### src/rtl/uart_tx_fifo_if.sv
// uart_tx_fifo_if: write port, FIFO status and serial line of the buffered UART transmitter.
interface uart_tx_fifo_if #(
  parameter int DATA_BITS  = 8,
  parameter int FIFO_DEPTH = 16
);
  logic                          uart_wr_i;
  logic [DATA_BITS-1:0]          uart_dat_i;
  logic                          uart_full_o;
  logic                          uart_empty_o;
  logic [$clog2(FIFO_DEPTH):0]   uart_level_o;
  logic                          uart_busy_o;
  logic                          uart_ovf_o;
  logic                          uart_tx_o;
  modport master (
    output uart_wr_i, uart_dat_i,
    input  uart_full_o, uart_empty_o, uart_level_o, uart_busy_o, uart_ovf_o, uart_tx_o
  );
  modport slave (
    input  uart_wr_i, uart_dat_i,
    output uart_full_o, uart_empty_o, uart_level_o, uart_busy_o, uart_ovf_o, uart_tx_o
  );
endinterface

### src/rtl/uart_tx_fifo.sv
// uart_tx_fifo: parametrised UART transmitter fed by a circular FIFO, frames sent back-to-back.
module uart_tx_fifo #(
  parameter int CLK_HZ     = 12000000,
  parameter int BAUD       = 3000000,
  parameter int DATA_BITS  = 8,
  parameter int PARITY     = 0,
  parameter int STOP_BITS  = 1,
  parameter int FIFO_DEPTH = 16
) (
  input  logic          sys_clk_i,
  input  logic          sys_rst_ni,
  uart_tx_fifo_if.slave bus
);
  localparam int AW    = $clog2(FIFO_DEPTH);
  localparam int PW    = AW + 1;
  localparam int ACC_W = $clog2(CLK_HZ) + 1;
  localparam int NBITS = 1 + DATA_BITS + (PARITY != 0 ? 1 : 0) + STOP_BITS;
  localparam int FW    = DATA_BITS + STOP_BITS + 2;
  localparam int CW    = $clog2(NBITS + 1);
  localparam logic [ACC_W-1:0] BAUD_INC = ACC_W'(BAUD);
  localparam logic [ACC_W-1:0] CLK_MOD  = ACC_W'(CLK_HZ);
  localparam logic [0:0] IDLE = 1'b0;
  localparam logic [0:0] SEND = 1'b1;
  logic [ACC_W-1:0]     acc, acc_sum;
  logic                 tick;
  logic [DATA_BITS-1:0] mem [FIFO_DEPTH];
  logic [AW:0]          wp, rp;
  logic                 full, empty, push, pop, par, tx, ovf;
  logic [0:0]           state;
  logic [CW-1:0]        bitcnt;
  logic [DATA_BITS-1:0] head;
  logic [FW-1:0]        frame;
  logic [FW-2:0]        sh;
  // frame is always FW wide; without parity the spare top bit is one more idle-high stop bit that is never sent
  always_comb begin
    acc_sum = acc + BAUD_INC;
    tick    = acc_sum >= CLK_MOD;
    empty   = wp == rp;
    full    = (wp ^ rp) == {1'b1, {AW{1'b0}}};
    push    = bus.uart_wr_i && !full;
    pop     = tick && !empty && (state == IDLE || bitcnt == CW'(1));
    head    = mem[rp[AW-1:0]];
    par     = ^head ^ (PARITY == 1);
    frame   = PARITY != 0 ? {{STOP_BITS{1'b1}}, par, head, 1'b0}
                          : {{(STOP_BITS + 1){1'b1}}, head, 1'b0};
  end
  always_ff @(posedge sys_clk_i or negedge sys_rst_ni)
    if (!sys_rst_ni) begin
      acc    <= '0;
      wp     <= '0;
      rp     <= '0;
      ovf    <= 1'b0;
      state  <= IDLE;
      bitcnt <= '0;
      sh     <= '1;
      tx     <= 1'b1;
    end else begin
      acc <= tick ? acc_sum - CLK_MOD : acc_sum;
      wp  <= wp + PW'(push);
      rp  <= rp + PW'(pop);
      ovf <= ovf | (bus.uart_wr_i & full);
      if (pop) begin
        state  <= SEND;
        sh     <= frame[FW-1:1];
        tx     <= frame[0];
        bitcnt <= CW'(NBITS);
      end else if (tick && state == SEND && bitcnt == CW'(1)) begin
        state <= IDLE;
      end else if (tick && state == SEND) begin
        sh     <= {1'b1, sh[FW-2:1]};
        tx     <= sh[0];
        bitcnt <= bitcnt - CW'(1);
      end
    end
  always_ff @(posedge sys_clk_i)
    if (push) mem[wp[AW-1:0]] <= bus.uart_dat_i;
  assign bus.uart_full_o  = full;
  assign bus.uart_empty_o = empty;
  assign bus.uart_level_o = wp - rp;
  assign bus.uart_busy_o  = state == SEND || !empty;
  assign bus.uart_ovf_o   = ovf;
  assign bus.uart_tx_o    = tx;
endmodule

### src/flat_wrapper.sv
// flat-port wrapper written by rule: the top's interface ports become plain ports
module uart_tx_fifo_flat 
#(
  parameter int CLK_HZ     = 12000000,
  parameter int BAUD       = 3000000,
  parameter int DATA_BITS  = 8,
  parameter int PARITY     = 0,
  parameter int STOP_BITS  = 1,
  parameter int FIFO_DEPTH = 16
)
  (sys_clk_i, sys_rst_ni, bus_uart_wr_i, bus_uart_dat_i, bus_uart_full_o, bus_uart_empty_o, bus_uart_level_o, bus_uart_busy_o, bus_uart_ovf_o, bus_uart_tx_o);
  uart_tx_fifo_if #(.DATA_BITS(DATA_BITS), .FIFO_DEPTH(FIFO_DEPTH)) bus_i ();
  input  logic sys_clk_i;
  input  logic sys_rst_ni;
  input wire logic [$bits(bus_i.uart_wr_i)-1:0] bus_uart_wr_i;
  input wire logic [$bits(bus_i.uart_dat_i)-1:0] bus_uart_dat_i;
  output wire logic [$bits(bus_i.uart_full_o)-1:0] bus_uart_full_o;
  output wire logic [$bits(bus_i.uart_empty_o)-1:0] bus_uart_empty_o;
  output wire logic [$bits(bus_i.uart_level_o)-1:0] bus_uart_level_o;
  output wire logic [$bits(bus_i.uart_busy_o)-1:0] bus_uart_busy_o;
  output wire logic [$bits(bus_i.uart_ovf_o)-1:0] bus_uart_ovf_o;
  output wire logic [$bits(bus_i.uart_tx_o)-1:0] bus_uart_tx_o;
  assign bus_i.uart_wr_i = bus_uart_wr_i;
  assign bus_i.uart_dat_i = bus_uart_dat_i;
  assign bus_uart_full_o = bus_i.uart_full_o;
  assign bus_uart_empty_o = bus_i.uart_empty_o;
  assign bus_uart_level_o = bus_i.uart_level_o;
  assign bus_uart_busy_o = bus_i.uart_busy_o;
  assign bus_uart_ovf_o = bus_i.uart_ovf_o;
  assign bus_uart_tx_o = bus_i.uart_tx_o;
  uart_tx_fifo #(.CLK_HZ(CLK_HZ), .BAUD(BAUD), .DATA_BITS(DATA_BITS), .PARITY(PARITY), .STOP_BITS(STOP_BITS), .FIFO_DEPTH(FIFO_DEPTH)) u_core (.sys_clk_i(sys_clk_i), .sys_rst_ni(sys_rst_ni), .bus(bus_i));
endmodule
### config.mk
export PLATFORM = sky130hd
export DESIGN_NAME = uart_tx_fifo_flat
export DESIGN_NICKNAME = d
export VERILOG_FILES = /design/src/rtl/uart_tx_fifo_if.sv /design/src/rtl/uart_tx_fifo.sv /design/src/flat_wrapper.sv
export SDC_FILE = /design/constraint.sdc
export NUM_CORES = 1
export LEC_CHECK = 0
export CORE_UTILIZATION = 40
export DETAILED_ROUTE_END_ITERATION = 10
export GPL_ROUTABILITY_DRIVEN = 0
export GPL_TIMING_DRIVEN = 0
export SYNTH_ARGS = -nofsm -noshare
export SYNTH_HDL_FRONTEND = slang
export SYNTH_SLANG_ARGS = --single-unit
export TNS_END_PERCENT = 20
### constraint.sdc
create_clock -name sys_clk_i -period 3.25 [get_ports sys_clk_i]
set_input_delay 0.65 -clock sys_clk_i [delete_from_list [all_inputs] [get_ports sys_clk_i]]
set_output_delay 0.65 -clock sys_clk_i [all_outputs]
set_load 0.05 [all_outputs]
==> impl_results.md <==
- Status: complete, no violations
- Fin. max-slew vios: 0
- Sink Count: 172
- Final min period: 3.21 ns
- DIE AREA: 19900 sq um
- R2R Path End: u_core.mem[9][7]$_DFFE_PP_
- Cell taking the most area after synthesis: edfxtp_1
- Number of port buffers: 20
- Iter 0 DRT Violations: 289
- CTS tree: built
- Drt drc: 0
- Global-route met3 utilization: 0.0370
- CTS Root Cell: clkbuf_16
- Worst Hold Class: in2async
- Main synth FF type: edfxtp_1
- Worst slew pin tran: 0.995 ns
- Commonest cells post-synth: 128 x edfxtp_1, 40 x mux4_2, 35 x dfrtp_1
- Drt first pass iters: 4
- Routed Antenna Nets: 0
- Row Count: 50
- Cells along the critical path: clkbuf_4 > buf_4 > inv_1 > ha_1 > nand4_1 > nor2_1 > nor2b_1 > nand3_1 > nor2_1
- Vias per std cell: 5.35
- Core area: 18800 sq um
- Post-detail-place hpwl: 10.6 mm
- Total power: 6.72 mW
- Fillers: 1597
- R2R Setup Slk: 0.04 ns
- Die Width: 141 microns
- Worst r2r src: u_core.rp[1]$_DFF_PN0_
- Synth-to-Final Area Change: 16.0%
- # IOs: 21
- Lkg Pwr: 3.03 nW
- Post-synth EDFFs: 128
- Initial antenna violation count: 0
- Clock slew at reported path FFs: 0.07 ns
- Largest net degree at the start of global routing: 25
- WS Path Type: reg2reg
- CP required: 3.30 ns
- Cell Area, Synth: 7750 sq um
- FFs w/ async S/R, synth: 0.256
- Dpl cells: 775
- Total Routed Length: 15.8 mm
- Worst Path Max Fanout: 10
- Synth area leaders: edfxtp_1 50%, mux4_2 12%, dfrtp_1 11%, dfstp_2 3.0%, xnor2_1 2.8%
- # diodes: 0
- Die Height: 141 microns
- CTS H-Tree Depth: 4
- GR met2 Demand/Resource: 0.286
- Maximum root-to-sink buffer count: 2
- Vias: 4334
- Final hold violations: 0
- Slowest Stage Delay on Critical Path: 0.74 ns
- PD cells: 747 nW/um^2
- Post-DR wirelength/cell: 19.5 microns
- Register area share after synthesis: 0.639
- Top-count cell post-synth: edfxtp_1
- Setup crit start kind: register
- Cell mode on critical path: nor2_1
- Buffer and inverter count on the worst path: 3
- Max Freq: 312 MHz
- Initial Util: 0.412
- Gate Count Post-Synth: 494
- Non-Filler Instances: 810
- Worst-skew pair later-pin latency: 0.43 ns
- Distinct cells, synth: 64
- Gr usage total: 0.172
- Synth Register Bits: 172
- Cells on worst reg2reg path: 9
- Grt total ovfl: 0
- Cts bufs inserted: 17
- Clock skew: 0.0109 ns
- VDD IR-drop max: 421 uV
- Layout Nets: 561
- Routing usage on met1: 0.224
- Setup tns final: 0 ns
- First-pass GRT wire length: 24.9 mm
- Endpoints failing setup: 0
- Critical path data arrival time: 3.26 ns
- Delay-heaviest family, CP: simple AND/OR/NAND/NOR gates
- RSZ-0062 raised after global routing: true
- Slowest CP cell: nor2_1
- Number of global-route vias before repair: 4376
- Avg Inst Size Synth: 15.7 sq um
- Syn nets: 518
- Max Cap Viol: 0
- Warnings from Yosys: 0
- Grt peak-use layer: met2
- Post-CTS Hold Fix Bufs: 0
- Layout Utilization: 0.478
- Share of layout cells above drive strength 1: 0.258
- CP Capture Type: register
- Final worst path period share: 0.987
- Rel. slew slack: 0.328
- Yosys top cell area share: 0.496
==> how the worst max path moves through the flow <==
| stage | startpoint | end | cells after the start | slack (ns) |
|---|---|---|---|---|
| after CTS | u_core.acc[6]$_DFF_PN0_ | u_core.rp[4]$_DFF_PN0_ | 13 | -0.07 |
| final | u_core.rp[1]$_DFF_PN0_ | u_core.mem[9][7]$_DFFE_PP_ | 9 | 0.04 |
| after global routing | u_core.rp[1]$_DFF_PN0_ | u_core.mem[13][6]$_DFFE_PP_ | 9 | -0.18 |
| after detailed placement | u_core.rp[1]$_DFF_PN0_ | u_core.mem[1][7]$_DFFE_PP_ | 9 | -1.10 |
| after floorplan | u_core.rp[1]$_DFF_PN0_ | u_core.mem[0][0]$_DFFE_PP_ | 9 | 0.06 |
| after global placement | u_core.rp[1]$_DFF_PN0_ | u_core.mem[2][7]$_DFFE_PP_ | 9 | -1.06 |
==> stage by stage <==
step	setup WS, ns	hold WS, ns	area [sq um]
finish	0.0412	0.195	8990
global route	-0.178	0.230	8990
CTS	-0.0705	0.202	8910
detailed placement	-1.10	0.463	8300
global placement	-1.06	0.446	8280
floorplan	0.0614	0.354	7760
==> final cells by class <==
| class | instances | area, sq um | area share |
|---|---|---|---|
| Buffer | 21 | 123 | 0.0136 |
| Clock buffer | 20 | 437 | 0.0485 |
| Clock inverter | 12 | 115 | 0.0128 |
| Timing Repair Buffer | 24 | 234 | 0.0260 |
| Sequential cell | 172 | 4960 | 0.551 |
| Multi-Input combinational cell | 282 | 2730 | 0.304 |
| Tap cell | 260 | 325 | 0.0362 |
| Inverter | 19 | 71.3 | 0.00793 |
==> power breakdown <==
group          internal (mW)  switching [mW]
Sequential              2.62          0.0989
Clock                   1.06           0.856
Combinational          0.823            1.26
Total                   4.50            2.22
==> logic make-up after synthesis <==
family	synth area share
buffers and inverters	0.0229
adders and majority gates	0.0219
and+or+nand+nor	0.0729
muxes	0.123
AOI/OAI and AO/OA	0.0792
xor gates and xnor gates	0.0407
DFF	0.639
==> layout by cell type, fill, tap and decap left out, drive strengths merged, types with 10 or more instances in the layout <==
master         count
a21oi             10
a2bb2oi           10
buf               16
clkbuf            33
clkdlybuf4s50     13
dfrtp             35
edfxtp           128
ha                12
inv               22
mux4              40
nand2             23
nand3             18
nor2              28
o21ai             10
xnor2             25
xor2              11
==> per-layer routing <==
metal | up-vias | wire (microns)
li1 | 1997 | -
met1 | 2238 | 7170
met2 | 78 | 7820
met3 | 21 | 562
met4 | 0 | 230
met5 | - | 0
==> sequential cells by signal (all words and copies together), names as in the netlist <==
name and count:
u_core.mem 128, u_core.bitcnt 4, u_core.bus.uart_tx_o 1, u_core.acc 19, u_core.sh 8, u_core.bus.uart_ovf_o 1
u_core.wp 5, u_core.state 1, u_core.rp 5
==> repair_timing <==
action	CTS	global route
pin swaps	1	3
buffers inserted	1	2
setup endpoints to repair	139	117
resized for setup	36	22
No activity file was read; power rests on OpenSTA's default activity.
